## config.mk

```make
export PLATFORM = sky130hd
export DESIGN_NAME = btn_color_sel_flat
export DESIGN_NICKNAME = d
export VERILOG_FILES = /design/src/rtl/btn_color_sel_if.sv /design/src/rtl/btn_color_sel.sv /design/src/flat_wrapper.sv
export SDC_FILE = /design/constraint.sdc
export NUM_CORES = 1
export LEC_CHECK = 0
export ABC_AREA = 1
export CAP_MARGIN = 40
export CORE_MARGIN = 2
export CORE_UTILIZATION = 66
export CTS_BUF_LIST = sky130_fd_sc_hd__clkbuf_8
export CTS_CLUSTER_DIAMETER = 200
export DETAILED_ROUTE_END_ITERATION = 8
export GPL_ROUTABILITY_DRIVEN = 0
export PLACE_DENSITY = 0.82
export SYNTH_ARGS = -nofsm -noshare
export SYNTH_HDL_FRONTEND = slang
export SYNTH_SLANG_ARGS = --single-unit
export TNS_END_PERCENT = 20
```

## constraint.sdc

```tcl
create_clock -name clk -period 2.3 [get_ports clk]
set_input_delay 0.46 -clock clk [delete_from_list [all_inputs] [get_ports clk]]
set_output_delay 0.46 -clock clk [all_outputs]
set_load 0.01 [all_outputs]
```

## src/rtl/btn_color_sel_if.sv

```systemverilog
// Button/color-select bundle between the raw push-buttons, the selector and the LED color mux.
interface btn_color_sel_if;
  logic [2:0] i_btn;
  logic [2:0] o_btn;
  logic [2:0] o_press;
  logic       o_changed;

  modport slave  (input  i_btn, output o_btn, output o_press, output o_changed);
  modport master (output i_btn, input  o_btn, input  o_press, input  o_changed);
endinterface

```

## src/rtl/btn_color_sel.sv

```systemverilog
// Debounced three-button color selector (red > green > blue) with registered one-hot output.
// Optional macro BTN_TOGGLE_OFF_EN: pressing the already selected color clears the selection.
module btn_color_sel #(
  parameter int DEBOUNCE_CYCLES = 1000000,
  parameter int NB_CNT          = 20
) (
  input  logic            clk,
  input  logic            i_reset,
  btn_color_sel_if.slave  bus
);

  localparam logic [NB_CNT-1:0] CNT_LAST = NB_CNT'(DEBOUNCE_CYCLES - 1);

  logic [2:0]        r_sync1;
  logic [2:0]        r_sync2;
  logic [2:0]        r_stable;
  logic [2:0]        r_stable_d;
  logic [2:0]        r_press;
  logic [2:0]        r_sel;
  logic              r_changed;
  logic [NB_CNT-1:0] r_cnt [3];

  logic [2:0]        w_winner;
  logic [2:0]        w_sel_nxt;

  // stage 0: two-flop synchronizer for the asynchronous buttons
  always_ff @(posedge clk or negedge i_reset) begin
    if (!i_reset) begin
      r_sync1 <= '0;
      r_sync2 <= '0;
    end else begin
      r_sync1 <= bus.i_btn;
      r_sync2 <= r_sync1;
    end
  end

  // stage 1: per-button debounce; any break in the mismatch restarts the count
  always_ff @(posedge clk or negedge i_reset) begin
    if (!i_reset) begin
      r_stable <= '0;
      for (int i = 0; i < 3; i++) r_cnt[i] <= '0;
    end else begin
      for (int i = 0; i < 3; i++) begin
        if (r_sync2[i] == r_stable[i]) begin
          r_cnt[i] <= '0;
        end else if (r_cnt[i] == CNT_LAST) begin
          r_stable[i] <= ~r_stable[i];
          r_cnt[i]    <= '0;
        end else begin
          r_cnt[i] <= r_cnt[i] + NB_CNT'(1);
        end
      end
    end
  end

  // stage 2: rising-edge detect on the debounced level
  always_ff @(posedge clk or negedge i_reset) begin
    if (!i_reset) begin
      r_stable_d <= '0;
      r_press    <= '0;
    end else begin
      r_stable_d <= r_stable;
      r_press    <= r_stable & ~r_stable_d;
    end
  end

  always_comb begin
    w_winner  = 3'b000;
    w_sel_nxt = r_sel;
    if (r_press[2])      w_winner = 3'b100;
    else if (r_press[1]) w_winner = 3'b010;
    else if (r_press[0]) w_winner = 3'b001;
    if (w_winner != 3'b000) begin
`ifdef BTN_TOGGLE_OFF_EN
      w_sel_nxt = (w_winner == r_sel) ? 3'b000 : w_winner;
`else
      w_sel_nxt = w_winner;
`endif
    end
  end

  // stage 3: registered selection and change strobe
  always_ff @(posedge clk or negedge i_reset) begin
    if (!i_reset) begin
      r_sel     <= '0;
      r_changed <= 1'b0;
    end else begin
      r_sel     <= w_sel_nxt;
      r_changed <= (w_sel_nxt != r_sel);
    end
  end

  assign bus.o_btn     = r_sel;
  assign bus.o_press   = r_press;
  assign bus.o_changed = r_changed;

endmodule

```

## src/flat_wrapper.sv

```systemverilog
// flat-port wrapper written by rule: the top's interface ports become plain ports
module btn_color_sel_flat 
#(
  parameter int DEBOUNCE_CYCLES = 1000000,
  parameter int NB_CNT          = 20
)
  (clk, i_reset, bus_i_btn, bus_o_btn, bus_o_press, bus_o_changed);
  btn_color_sel_if bus_i ();
  input  logic clk;
  input  logic i_reset;
  input wire logic [$bits(bus_i.i_btn)-1:0] bus_i_btn;
  output wire logic [$bits(bus_i.o_btn)-1:0] bus_o_btn;
  output wire logic [$bits(bus_i.o_press)-1:0] bus_o_press;
  output wire logic [$bits(bus_i.o_changed)-1:0] bus_o_changed;
  assign bus_i.i_btn = bus_i_btn;
  assign bus_o_btn = bus_i.o_btn;
  assign bus_o_press = bus_i.o_press;
  assign bus_o_changed = bus_i.o_changed;
  btn_color_sel #(.DEBOUNCE_CYCLES(DEBOUNCE_CYCLES), .NB_CNT(NB_CNT)) u_core (.clk(clk), .i_reset(i_reset), .bus(bus_i));
endmodule
```

==> metrics.cfg, run 1 <==
[detailed_routing]
ant_nets=0
drc=0
drt_iter0_drc=183
wl_um=7730
wl_per_cell_um=13.1
vias=3112
vias_per_cell=5.28
firstDrtPassIters=5

[clock_tree]
numCtsBuffers=9
cts.clk_slew.worst_paths_ns=0.08
clk_path_buf_depth=2
htree_levels=3
cts.sinks=79
postCtsSetupBuffers=0
cts_resized=0
root_buffer=clkbuf_8
clk_latency_ns=0.35
cts.hold.buffers_added=0
cts_tree=done

[yosys]
yosysWarnings=0
ys.flop_type=dfrtp_1
ys_seq_area_frac=0.490
syn_area_per_cell_sq_um=8.28
synth_edf_count=0
synth_async_sr_flop_share=1.00
yosysTopAreaCellShare=0.490
synth.area.top_cells=dfrtp_1 49%, nor2_1 9.8%, nand2_1 8.5%, xor2_1 5.4%, inv_1 5.1%
syn_area_sq_um=4030
synth_cells=487
synth_fp_nets=495
synth_top_cell_by_area=dfrtp_1
synth_seq_cells=79
synth_cell_types=23

[timing]
skew_ns=0.0107
fin_crit_sh=0.764
drv_slew=0
whs_ns=0.0601
slew_headroom=0.676
fmaxAchievable_ghz=0.569
fin_crit_ns=1.76
final-hold-violation-count=0
final-setup-viol-count=0
tns_ns=0
worstMarginPinSlew_ns=0.486
rsz0062_at_grt=no

[grt]
grt_overflow_total=0
grt_pass1_vias=2952
groute.usage.overall=0.261
antenna_found_initial=0
grt_max_degree=43
grt_pass1_wl_um=13300

[setup_path]
critical-path-slowest-cell=clkdlybuf4s50_1
crit_family=buffers and inverters
reg2reg_slack_ns=0.76
timing.rr.end=u_core.r_cnt[57]$_DFF_PN0_
start_kind=flip-flop
path_depth=1
endpoint_kind=output port
r2r_cells=8
cp.required_ns=1.84
cp.arrival_ns=1.30
r2r-start=u_core.r_cnt[40]$_DFF_PN0_
worst-path-max-fanout=3
worst-path-buf-inv=1
path_class=flip-flop to output port
cpPeakStageDelay_ns=0.56
cp_cell_sequence=clkdlybuf4s50_1

[finish]
final_nets=518
seqCellArea_sq_um=1980
antenna_cells=0
fillerInstances=430
drive_gt1_frac=0.136
layout_common_cells=105 x nor2_1, 91 x nand2_1, 79 x dfrtp_1
stdcell_count=589
final_common_cell=nor2_1
multi_input_comb_area_sq_um=1830
syn2layout_area_growth_pct=9.58

[power]
power-per-cell-area_nw_per_um2=541
irDropWorstVdd_v=0.000339
leakagePower_uw=0.00198

[status]
status=complete, no violations

[floorplanning]
io_pins=12
dieArea_sq_um=6750
coreArea_sq_um=5920
fp-row-count=28
die_h_um=82.2
initial_core_util=0.681
dieWidth_um=82.2

[placement]
dp_hpwl_um=5670
io_buffers=11
dp.cells=574

[flow_run]
drv_cap=0

[worst_hold_path]
hold_path.class=primary input to async pin

-- per-stage QoR --
stage / total power (uW) / util / worst slack (ns) / area, sq um
final: 2390 / 0.747 / 0.542 / 4420
after global routing: 2490 / 0.747 / 0.480 / 4420
after CTS: 2410 / 0.747 / 0.522 / 4420
after detailed placement: 1540 / 0.719 / 0.762 / 4260
after global placement: 1540 / 0.719 / 0.860 / 4260
after floorplan: 1490 / - / 0.950 / 4030
-- Yosys cell counts, types with 4 or more instances --
cell,n
nand4_1,4
inv_2,6
nor2_4,10
nand3_2,9
nor2_1,105
o21ai_0,5
dfrtp_1,79
nand2_1,91
xnor2_1,8
inv_1,55
nand2_2,12
xor2_1,25
a21oi_1,10
nand3_1,30
nor2_2,12
nor3_1,10
-- per-layer routing --
metal,wire length [um],track usage,vias to the layer above
met1,3510,0.351,1465
met3,277,0.0413,24
met5,0,0,-
met2,3730,0.412,80
li1,-,-,1543
met4,223,0.133,0
-- worst max path at each step --
stage | endpoint | from
after global placement | u_core.r_cnt[14]$_DFF_PN0_ | u_core.r_cnt[0]$_DFF_PN0_
after CTS | bus_o_btn[2] | u_core.bus.o_btn[2]$_DFF_PN0_
after floorplan | u_core.r_cnt[39]$_DFF_PN0_ | u_core.r_cnt[20]$_DFF_PN0_
after global routing | bus_o_btn[1] | u_core.bus.o_btn[1]$_DFF_PN0_
after detailed placement | u_core.r_cnt[57]$_DFF_PN0_ | u_core.r_cnt[40]$_DFF_PN0_
final | bus_o_btn[2] | u_core.bus.o_btn[2]$_DFF_PN0_
-- layout make-up --
type,count,area share
Sequential cell,79,0.447
Multi-Input combinational cell,347,0.414
Inverter,61,0.0518
Clock buffer,10,0.0311
Timing Repair Buffer,12,0.0289
Tap cell,75,0.0212
Clock inverter,5,0.00623
-- cells by family (layout without fill, tap and decap cells) --
kind of cell,after synthesis,count (layout),share of synthesized area
simple gates,295,295,0.352
flops,79,79,0.490
buf+inv,61,88,0.0568
xor+xnor,33,33,0.0717
compound gates,16,16,0.0198
fa+ha+maj,3,3,0.00931
-- flip-flops by register name, summed over array words and instances (netlist names) --
signal                flops
u_core.r_cnt             60
u_core.bus.o_btn          3
u_core.bus.o_press        3
u_core.r_stable           3
u_core.r_stable_d         3
u_core.r_sync1            3
u_core.r_sync2            3
u_core.bus.o_changed      1
-- where the power goes --
group	internal (uW)	switching, uW	leakage, uW
sequential	1410	15.7	0.00108
combinational	25.2	63.0	0.000806
clock	406	477	0.0000868
total	1840	556	0.00198
No activity file was read; power rests on OpenSTA's default activity.
==> run 2, diff against run 1 <==
--- a/config.mk
+++ b/config.mk
@@ -8,12 +8,12 @@
 export ABC_AREA = 1
 export CAP_MARGIN = 40
 export CORE_MARGIN = 2
-export CORE_UTILIZATION = 66
+export CORE_UTILIZATION = 58
 export CTS_BUF_LIST = sky130_fd_sc_hd__clkbuf_8
 export CTS_CLUSTER_DIAMETER = 200
 export DETAILED_ROUTE_END_ITERATION = 8
 export GPL_ROUTABILITY_DRIVEN = 0
-export PLACE_DENSITY = 0.82
+export PLACE_DENSITY = 0.76
 export SYNTH_ARGS = -nofsm -noshare
 export SYNTH_HDL_FRONTEND = slang
 export SYNTH_SLANG_ARGS = --single-unit
==> constraint.sdc (replaced) <==
create_clock -name clk -period 1.55 [get_ports clk]
set_input_delay 0.31 -clock clk [delete_from_list [all_inputs] [get_ports clk]]
set_output_delay 0.31 -clock clk [all_outputs]
set_load 0.01 [all_outputs]
==> run 2 against run 1 <==
  * Final cell count grew 3.6%
  * Utilization shrank 5.7 points
  * Worst setup slack lost 0.47 ns
  * Clock-buffer cell count grew 1
  * Cell area grew 5.3%
  * Clock skew shrank 0.0016 ns
  * First-iteration DRC count shrank 31%
  * Power grew 63%
  * Sequential share of layout area shrank 2.3 points
  * Critical path type is now flip-flop to flip-flop
==> metrics.cfg, run 2 (same netlist as run 1, synthesis figures left out) <==
[status]
status=complete, no violations

[detailed_routing]
drt_iter0_drc=126
wl_per_cell_um=12.4
wl_um=7580
vias=3102
vias_per_cell=5.09
ant_nets=0
firstDrtPassIters=4
drc=0

[clock_tree]
cts_tree=done
cts.sinks=79
clk_path_buf_depth=2
numCtsBuffers=9
clk_latency_ns=0.35
htree_levels=3
root_buffer=clkbuf_8
cts.clk_slew.worst_paths_ns=0.08

[flow_run]
drv_cap=0

[finish]
stdcell_area_sq_um=4660
drive_gt1_frac=0.175
antenna_cells=0
largest_reg_flops=60
layout_common_cells=104 x nor2_1, 89 x nand2_1, 79 x dfrtp_1
stdcell_count=610
largest-register=u_core.r_cnt
syn2layout_area_growth_pct=15.4
final_nets=533
final_common_cell=nor2_1

[floorplanning]
initial_core_util=0.597
fp-row-count=30
die_h_um=87.4
dieWidth_um=87.4
dieArea_sq_um=7640
io_pins=12
coreArea_sq_um=6760

[placement]
dp.cells=582
dp_hpwl_um=5440
place_area_sq_um=4280
io_buffers=11

[timing]
rsz0062_at_grt=yes
drv_slew=0
tns_ns=0
fin_crit_sh=0.956
skew_ns=0.00915
whs_ns=0.353
fin_crit_ns=1.48
slew_headroom=0.775
fmaxAchievable_ghz=0.675
final-hold-violation-count=0
final-setup-viol-count=0
worstMarginPinSlew_ns=0.336

[power]
netSwitchingFraction=0.232
finalPower_uw=3900
p_int_uw=2990
p_seq_frac=0.542
p_switching_uw=903
power-per-cell-area_nw_per_um2=837
clkPwrFrac=0.415
irDropWorstVdd_v=0.000668
combPwrFrac=0.043
leakagePower_uw=0.00218

[setup_path]
crit_path_frequent_cell=nand2_1
worst-path-max-fanout=4
cp.arrival_ns=1.72
cpPeakStageDelay_ns=0.43
endpoint_kind=flip-flop
cp_cell_sequence=ha_4 -> nand2_2 -> nor2_4 -> nand2_1 -> nor2_4 -> buf_4 -> nand2_1 -> nand2_1 -> a21oi_1
cp.required_ns=1.79
path_class=flip-flop to flip-flop
start_kind=flip-flop
critical-path-slowest-cell=dfrtp_1

[grt]
antenna_found_initial=0
grt_pass1_wl_um=13200
grt_pass1_vias=2971
groute.usage.overall=0.221
grt_max_degree=33
grt_overflow_total=0

[worst_hold_path]
hold_path.class=flip-flop to flip-flop

[run 2: what timing repair did]
action / CTS / global route
hold buffers: 1 / 0
endpoints found under the setup margin: 6 / 30
pin swaps: 0 / 8
setup buffers: 1 / 10
hold endpoints to repair: 21 / 0
resized for setup: 6 / 17
[run 2: final cells by class]
type                    count  area, sq um
clock inverters             5         62.6
fillers                   530         2100
inverters                  61          229
repair buffers             27          235
multi-input cells         347         1900
clock buffers              11          151
well taps                  80          100
flip-flops and latches     79         1980
[run 2: metrics by stage]
| step | utilization | setup WS [ns] |
|---|---|---|
| after floorplan | - | 0.200 |
| after global placement | 0.634 | 0.115 |
| after detailed placement | 0.634 | 0.0211 |
| after CTS | 0.667 | 0.00472 |
| after global routing | 0.689 | -0.0257 |
| final | 0.689 | 0.0689 |
[run 2: layer usage]
layer,track usage,vias to the layer above,share of wire
li1,-,1582,-
met1,0.295,1452,0.46
met2,0.362,55,0.49
met3,0.0370,13,0.034
met4,0.0839,0,0.014
met5,0,-,0
[run 2: path summary, 6_finish.rpt]
| check | cells after the start | endpoint | slack [ns] | startpoint |
|---|---|---|---|---|
| setup / recovery | 9 | u_core.r_cnt[38]$_DFF_PN0_ | 0.07 | u_core.r_cnt[21]$_DFF_PN0_ |
| hold / removal | 0 | u_core.r_sync2[2]$_DFF_PN0_ | 0.35 | u_core.r_sync1[2]$_DFF_PN0_ |
| setup reg to reg | 9 | u_core.r_cnt[38]$_DFF_PN0_ | 0.07 | u_core.r_cnt[21]$_DFF_PN0_ |
| hold reg to reg | 0 | u_core.r_sync2[2]$_DFF_PN0_ | 0.35 | u_core.r_sync1[2]$_DFF_PN0_ |
| max in group asynchronous | 3 | u_core.r_cnt[49]$_DFF_PN0_ | 0.65 | i_reset |
| min in group asynchronous | 2 | u_core.bus.o_btn[0]$_DFF_PN0_ | 0.39 | i_reset |
[run 2: critical path, delay by kind of cell, from the launching register on]
kind	cells	cell delay (ns)
adders and majority gates	1	0.17
buffers and inverters	1	0.13
DFF	1	0.43
and+or+nand+nor	6	0.59
AOI/OAI and AO/OA	1	0.06
[run 2: power groups by stage]
stage               Combinational (uW)  Clock, uW  Sequential, uW
floorplan                         61.0          0            2140
global placement                   138          0            2150
detailed placement                 142          0            2150
CTS                                144       1660            2110
global route                       196       1750            2120
finish                             168       1620            2110
==> edit 1, RTL diff (flow settings as in run 1) <==
`NB_CNT` is set to 20 in 2 places; all go to 10.
--- a/src/rtl/btn_color_sel.sv
+++ b/src/rtl/btn_color_sel.sv
@@ -2,7 +2,7 @@
 // Optional macro BTN_TOGGLE_OFF_EN: pressing the already selected color clears the selection.
 module btn_color_sel #(
   parameter int DEBOUNCE_CYCLES = 1000000,
-  parameter int NB_CNT          = 20
+  parameter int NB_CNT          = 10
 ) (
   input  logic            clk,
   input  logic            i_reset,
--- a/src/flat_wrapper.sv
+++ b/src/flat_wrapper.sv
@@ -2,7 +2,7 @@
 module btn_color_sel_flat 
 #(
   parameter int DEBOUNCE_CYCLES = 1000000,
-  parameter int NB_CNT          = 20
+  parameter int NB_CNT          = 10
 )
   (clk, i_reset, bus_i_btn, bus_o_btn, bus_o_press, bus_o_changed);
   btn_color_sel_if bus_i ();
Check against the original RTL: same outputs for any inputs over 10 cycles, from zero or initial values and one cycle with i_reset low; that may be too few to reach the edited logic, so the function may still have changed.
==> edit 1 against run 1 <==
  * First-iteration DRC count decreased by 51%
  * Critical path depth unchanged
  * Combinational power shrank 32%
  * Total power down 41%
  * Wire length fell by 57%
  * Worst setup slack improved by 53 ps
  * Design area decreased by 45%
  * Sequential cell count decreased by 30
  * Area after synthesis decreased by 46%
  * Core utilization rose by 4.1 points
  * Via count is 49% lower
  * Clock skew decreased by 1.6 ps
  * Count of clock-buffer cells in the layout shrank 5
  * Largest power group unchanged
  * Highest routed layer unchanged
==> edit 1: results (changes against run 1) <==
sequential cell area 1226 um2 (was 1977 um2); crit path capture bus_o_press[1] (was bus_o_btn[2]); largest net degree at the start of global routing 50 (was 43); invs w/o clock 36 (was 61); GRT Total Usage 20.99% (was 26.13%); reg2reg start u_core.r_cnt[10]$_DFF_PN0_ (was u_core.r_cnt[40]$_DFF_PN0_); DR vias/cell 5.120 (was 5.284); R2R setup slack 910 ps (was 760 ps); Area contributors post-synth dfrtp_1 (56%), nand2_1 (7.4%), nor2_1 (7.2%) (was dfrtp_1 (49%), nor2_1 (9.8%), nand2_1 (8.5%)); fill count 233 (was 430); detailed placer's ending HPWL 2438 um (was 5670 um); run status completed (unchanged); via total after detailed routing 1577 (was 3112); global-route wire length before repair 5837 um (was 13280 um); Core Util, Final 78.79% (was 74.66%); Hold Slack 247.5 ps (was 60.12 ps); CP startpoint u_core.bus.o_press[1]$_DFF_PN0_ (was u_core.bus.o_btn[2]$_DFF_PN0_); multi-input logic cell count 159 (was 347); WL final 3333 um (was 7731 um); crit path DAT 1240 ps (was 1300 ps); net count after synthesis 252 (was 495); Leak 1.165 nW (was 1.976 nW); Setup WS post-layout 595.2 ps (was 542.1 ps); Syn. warnings 0 (unchanged); H-tree levels 2 (was 3); Mean Syn Cell Area 8.989 um2 (was 8.283 um2); max reg flops 30 (was 60); synthesized flop and latch total 49 (was 79); actual slew at the worst max-slew pin 573.9 ps (was 486.4 ps); Fin Clk Skew 9.138 ps (was 10.74 ps); fraction of layout cells with a size suffix above 1 10.61% (was 13.62%); Slowest-stage cell, CP clkdlybuf4s50_1 (unchanged); Area after DPL 2361 um2 (was 4255 um2); maximum vdd drop 0.5412 mV (was 0.3390 mV); 1st-iter DRT viols 89 (was 183); Detailed Routing Iterations Pass 1 4 (was 5); Worst R2R End u_core.r_cnt[15]$_DFF_PN0_ (was u_core.r_cnt[57]$_DFF_PN0_); nets 271 (was 518); Skew-Pair Late Insertion Delay 290 ps (was 350 ps); clk cell area share 3.429% (was 3.736%); Synth cell types 25 (was 23); area of the multi-input gates 832.0 um2 (was 1828 um2); die area 3800 um2 (was 6754 um2); Data buffer area share 4.606% (was 2.887%); CTS Buf Count 5 (was 9); top cells by count, synth dfrtp_1 (49), nand2_1 (43), nor2_1 (42) (was nor2_1 (105), nand2_1 (91), dfrtp_1 (79)); DP Cell Count 300 (was 574); sequential share of the synthesized area 55.90% (was 49.01%)
edit 1: logic make-up (layout without fill, tap and decap cells):
group | after synthesis | count (layout) | synth area share (%)
buffers and inverters | 36 | 56 | 6.161
AO/OA/AOI/OAI | 16 | 16 | 4.906
XOR/XNOR | 10 | 10 | 3.993
flip-flops | 49 | 49 | 55.90
adder cells (fa/ha/maj) | 3 | 3 | 1.712
AND/OR/NAND/NOR | 130 | 130 | 27.32
edit 1: where the power goes:
group	switching, mW	internal, mW
registers	0.0142	0.878
clock network	0.262	0.207
logic	0.0396	0.0201
edit 1: layer usage:
| layer | up-vias | GRT usage, % | wire, um |
|---|---|---|---|
| li1 | 805 | - | - |
| met1 | 745 | 28.05 | 1646 |
| met2 | 25 | 33.98 | 1550 |
| met3 | 2 | 5.252 | 113 |
| met4 | 0 | 6.687 | 22 |
| met5 | - | 0 | 0 |
==> edit 2, RTL diff (settings of run 1) <==
Made on the original files. Reset style: synchronous (`i_reset`), changed in 4 clocked blocks. Comments in the files are not updated.
--- a/src/rtl/btn_color_sel.sv
+++ b/src/rtl/btn_color_sel.sv
@@ -24,7 +24,7 @@
   logic [2:0]        w_sel_nxt;
 
   // stage 0: two-flop synchronizer for the asynchronous buttons
-  always_ff @(posedge clk or negedge i_reset) begin
+  always_ff @(posedge clk) begin
     if (!i_reset) begin
       r_sync1 <= '0;
       r_sync2 <= '0;
@@ -35,7 +35,7 @@
   end
 
   // stage 1: per-button debounce; any break in the mismatch restarts the count
-  always_ff @(posedge clk or negedge i_reset) begin
+  always_ff @(posedge clk) begin
     if (!i_reset) begin
       r_stable <= '0;
       for (int i = 0; i < 3; i++) r_cnt[i] <= '0;
@@ -54,7 +54,7 @@
   end
 
   // stage 2: rising-edge detect on the debounced level
-  always_ff @(posedge clk or negedge i_reset) begin
+  always_ff @(posedge clk) begin
     if (!i_reset) begin
       r_stable_d <= '0;
       r_press    <= '0;
@@ -80,7 +80,7 @@
   end
 
   // stage 3: registered selection and change strobe
-  always_ff @(posedge clk or negedge i_reset) begin
+  always_ff @(posedge clk) begin
     if (!i_reset) begin
       r_sel     <= '0;
       r_changed <= 1'b0;
Check against the original RTL: no difference found for any inputs over 10 cycles, from zero or initial values and one cycle with i_reset low; that may be too few to reach the edited logic, so the function may still have changed.
==> edit 2 against run 1 <==
  * The flow now finishes with violations (design-rule violations)
  * Die area grew 5.2%
  * Design area grew 9.7%
  * Wire length grew 4.2%
  * Sequential cell count is the same
  * Count of clock-buffer cells in the layout shrank 1
  * Worst setup slack lost 210 ps
  * Area after synthesis grew 5.5%
  * Total power grew 14%
  * Maximum frequency shrank 11%
  * Worst hold slack gained 340 ps
==> edit 2: results (changes against run 1) <==
WL final 8058 um (was 7731 um); DRC violations left 1 (was 0); maximum vdd drop 0.5094 mV (was 0.3390 mV); Worst R2R End u_core.r_cnt[0][13]$_SDFFCE_PN0P_ (was u_core.r_cnt[57]$_DFF_PN0_); Detailed Routing Iterations Pass 1 6 (was 5); Synth cell types 24 (was 23); reg2reg start u_core.r_cnt[0][0]$_SDFFCE_PN0P_ (was u_core.r_cnt[40]$_DFF_PN0_); R2R setup slack 330 ps (was 760 ps); worst slack, placed 248.4 ps (was 761.6 ps); Worst Reg-to-Reg Cells 7 (was 8); fraction of layout cells with a size suffix above 1 5.041% (was 13.62%); GRT Total Usage 24.22% (was 26.13%); Area contributors post-synth edfxtp_1 (42%), nand2_1 (13%), nor2_1 (12%) (was dfrtp_1 (49%), nor2_1 (9.8%), nand2_1 (8.5%)); detailed placer's ending HPWL 6015 um (was 5670 um); crit-path max FO 20 (was 3); Fin Clk Skew 7.013 ps (was 10.74 ps); max reg flops 60 (unchanged); routing usage on met3 4.326% (was 4.130%); run status finished with violations (was completed); Hold Slack 396.8 ps (was 60.12 ps); nets 618 (was 518); HP Class flop to flop (was input pin to asynchronous set/reset pin); Post-synth EDFFs 60 (was 0); M2 GR Usage 41.85% (was 41.21%); sequential share of the synthesized area 51.26% (was 49.01%); Leak 1.883 nW (was 1.976 nW); failing checks design-rule violations; fill count 467 (was 430); met1 usage 30.23% (was 35.10%); global-route wire length before repair 13900 um (was 13280 um); Min-Delay Startpoint u_core.r_stable_d[1]$_SDFF_PN0_; vias in the first global route 3361 (was 2952); top cells by count, synth nand2_1 (142), nor2_1 (131), edfxtp_1 (60) (was nor2_1 (105), nand2_1 (91), dfrtp_1 (79)); Post-synth ARST share 0% (was 100.0%)
-- edit 2: logic make-up after synthesis --
group | after synthesis | share of synthesized area, %
adders and majority gates | 3 | 0.8819
buffers and inverters | 51 | 4.909
and+or+nand+nor | 331 | 32.19
other | 1 | 0.08810
DFF | 79 | 51.26
AOI/OAI and AO/OA | 36 | 4.292
xor gates and xnor gates | 31 | 6.379
-- edit 2: worst max-delay path: stages (launching register included) --
cell and delay (ps):
edfxtp_1 470, ha_1 290, nand3_2 150, nor3_1 200, nand3_1 180, nand2_1 100
buf_4 240, nor2_1 80
-- edit 2: routing by layer --
metal / up-vias / part of all wire (%)
li1: 1801 / -
met1: 1639 / 44
met2: 74 / 51
met3: 13 / 3.4
met4: 0 / 2.0
met5: - / 0
-- edit 2: worst max-delay path by stage --
stage | depth (start not counted) | end | from
final | 7 | u_core.r_cnt[0][13]$_SDFFCE_PN0P_ | u_core.r_cnt[0][0]$_SDFFCE_PN0P_
after global routing | 7 | u_core.r_cnt[1][15]$_SDFFCE_PN0P_ | u_core.r_cnt[1][0]$_SDFFCE_PN0P_
after CTS | 7 | u_core.r_cnt[0][13]$_SDFFCE_PN0P_ | u_core.r_cnt[0][0]$_SDFFCE_PN0P_
after detailed placement | 6 | u_core.r_cnt[1][3]$_SDFFCE_PN0P_ | i_reset
after floorplan | 7 | u_core.r_cnt[0][15]$_SDFFCE_PN0P_ | u_core.r_cnt[0][0]$_SDFFCE_PN0P_
after global placement | 6 | u_core.r_cnt[0][18]$_SDFFCE_PN0P_ | i_reset
-- edit 2: area by class of cell --
cell class / instances / area (um2) / share of cell area [%]
Clock buffer: 9 / 123.9 / 2.555
Clock inverter: 7 / 53.80 / 1.110
Inverter: 44 / 165.2 / 3.406
Multi-Input combinational cell: 461 / 2087 / 43.05
Sequential cell: 79 / 2182 / 45.01
Tap cell: 77 / 96.34 / 1.987
Timing Repair Buffer: 15 / 140.1 / 2.890
-- edit 2: metrics by stage --
| stage | cells | power [mW] | cell area, um2 |
|---|---|---|---|
| 3_5_place_dp | 676 | 1.789 | 4671 |
| 4_1_cts | 692 | 2.725 | 4848 |
| 6_report | 692 | 2.716 | 4848 |
| 3_3_place_gp | 676 | 1.783 | 4671 |
| 2_1_floorplan | 591 | 1.750 | 4478 |
| 5_1_grt | 692 | 2.821 | 4848 |
-- edit 2: report_power, final --
| part | internal (mW) | total [mW] | switching [mW] |
|---|---|---|---|
| combinational | 0.0457 | 0.127 | 0.0810 |
| clock | 0.405 | 0.954 | 0.549 |
| sequential | 1.58 | 1.64 | 0.0543 |
| total | 2.03 | 2.72 | 0.684 |
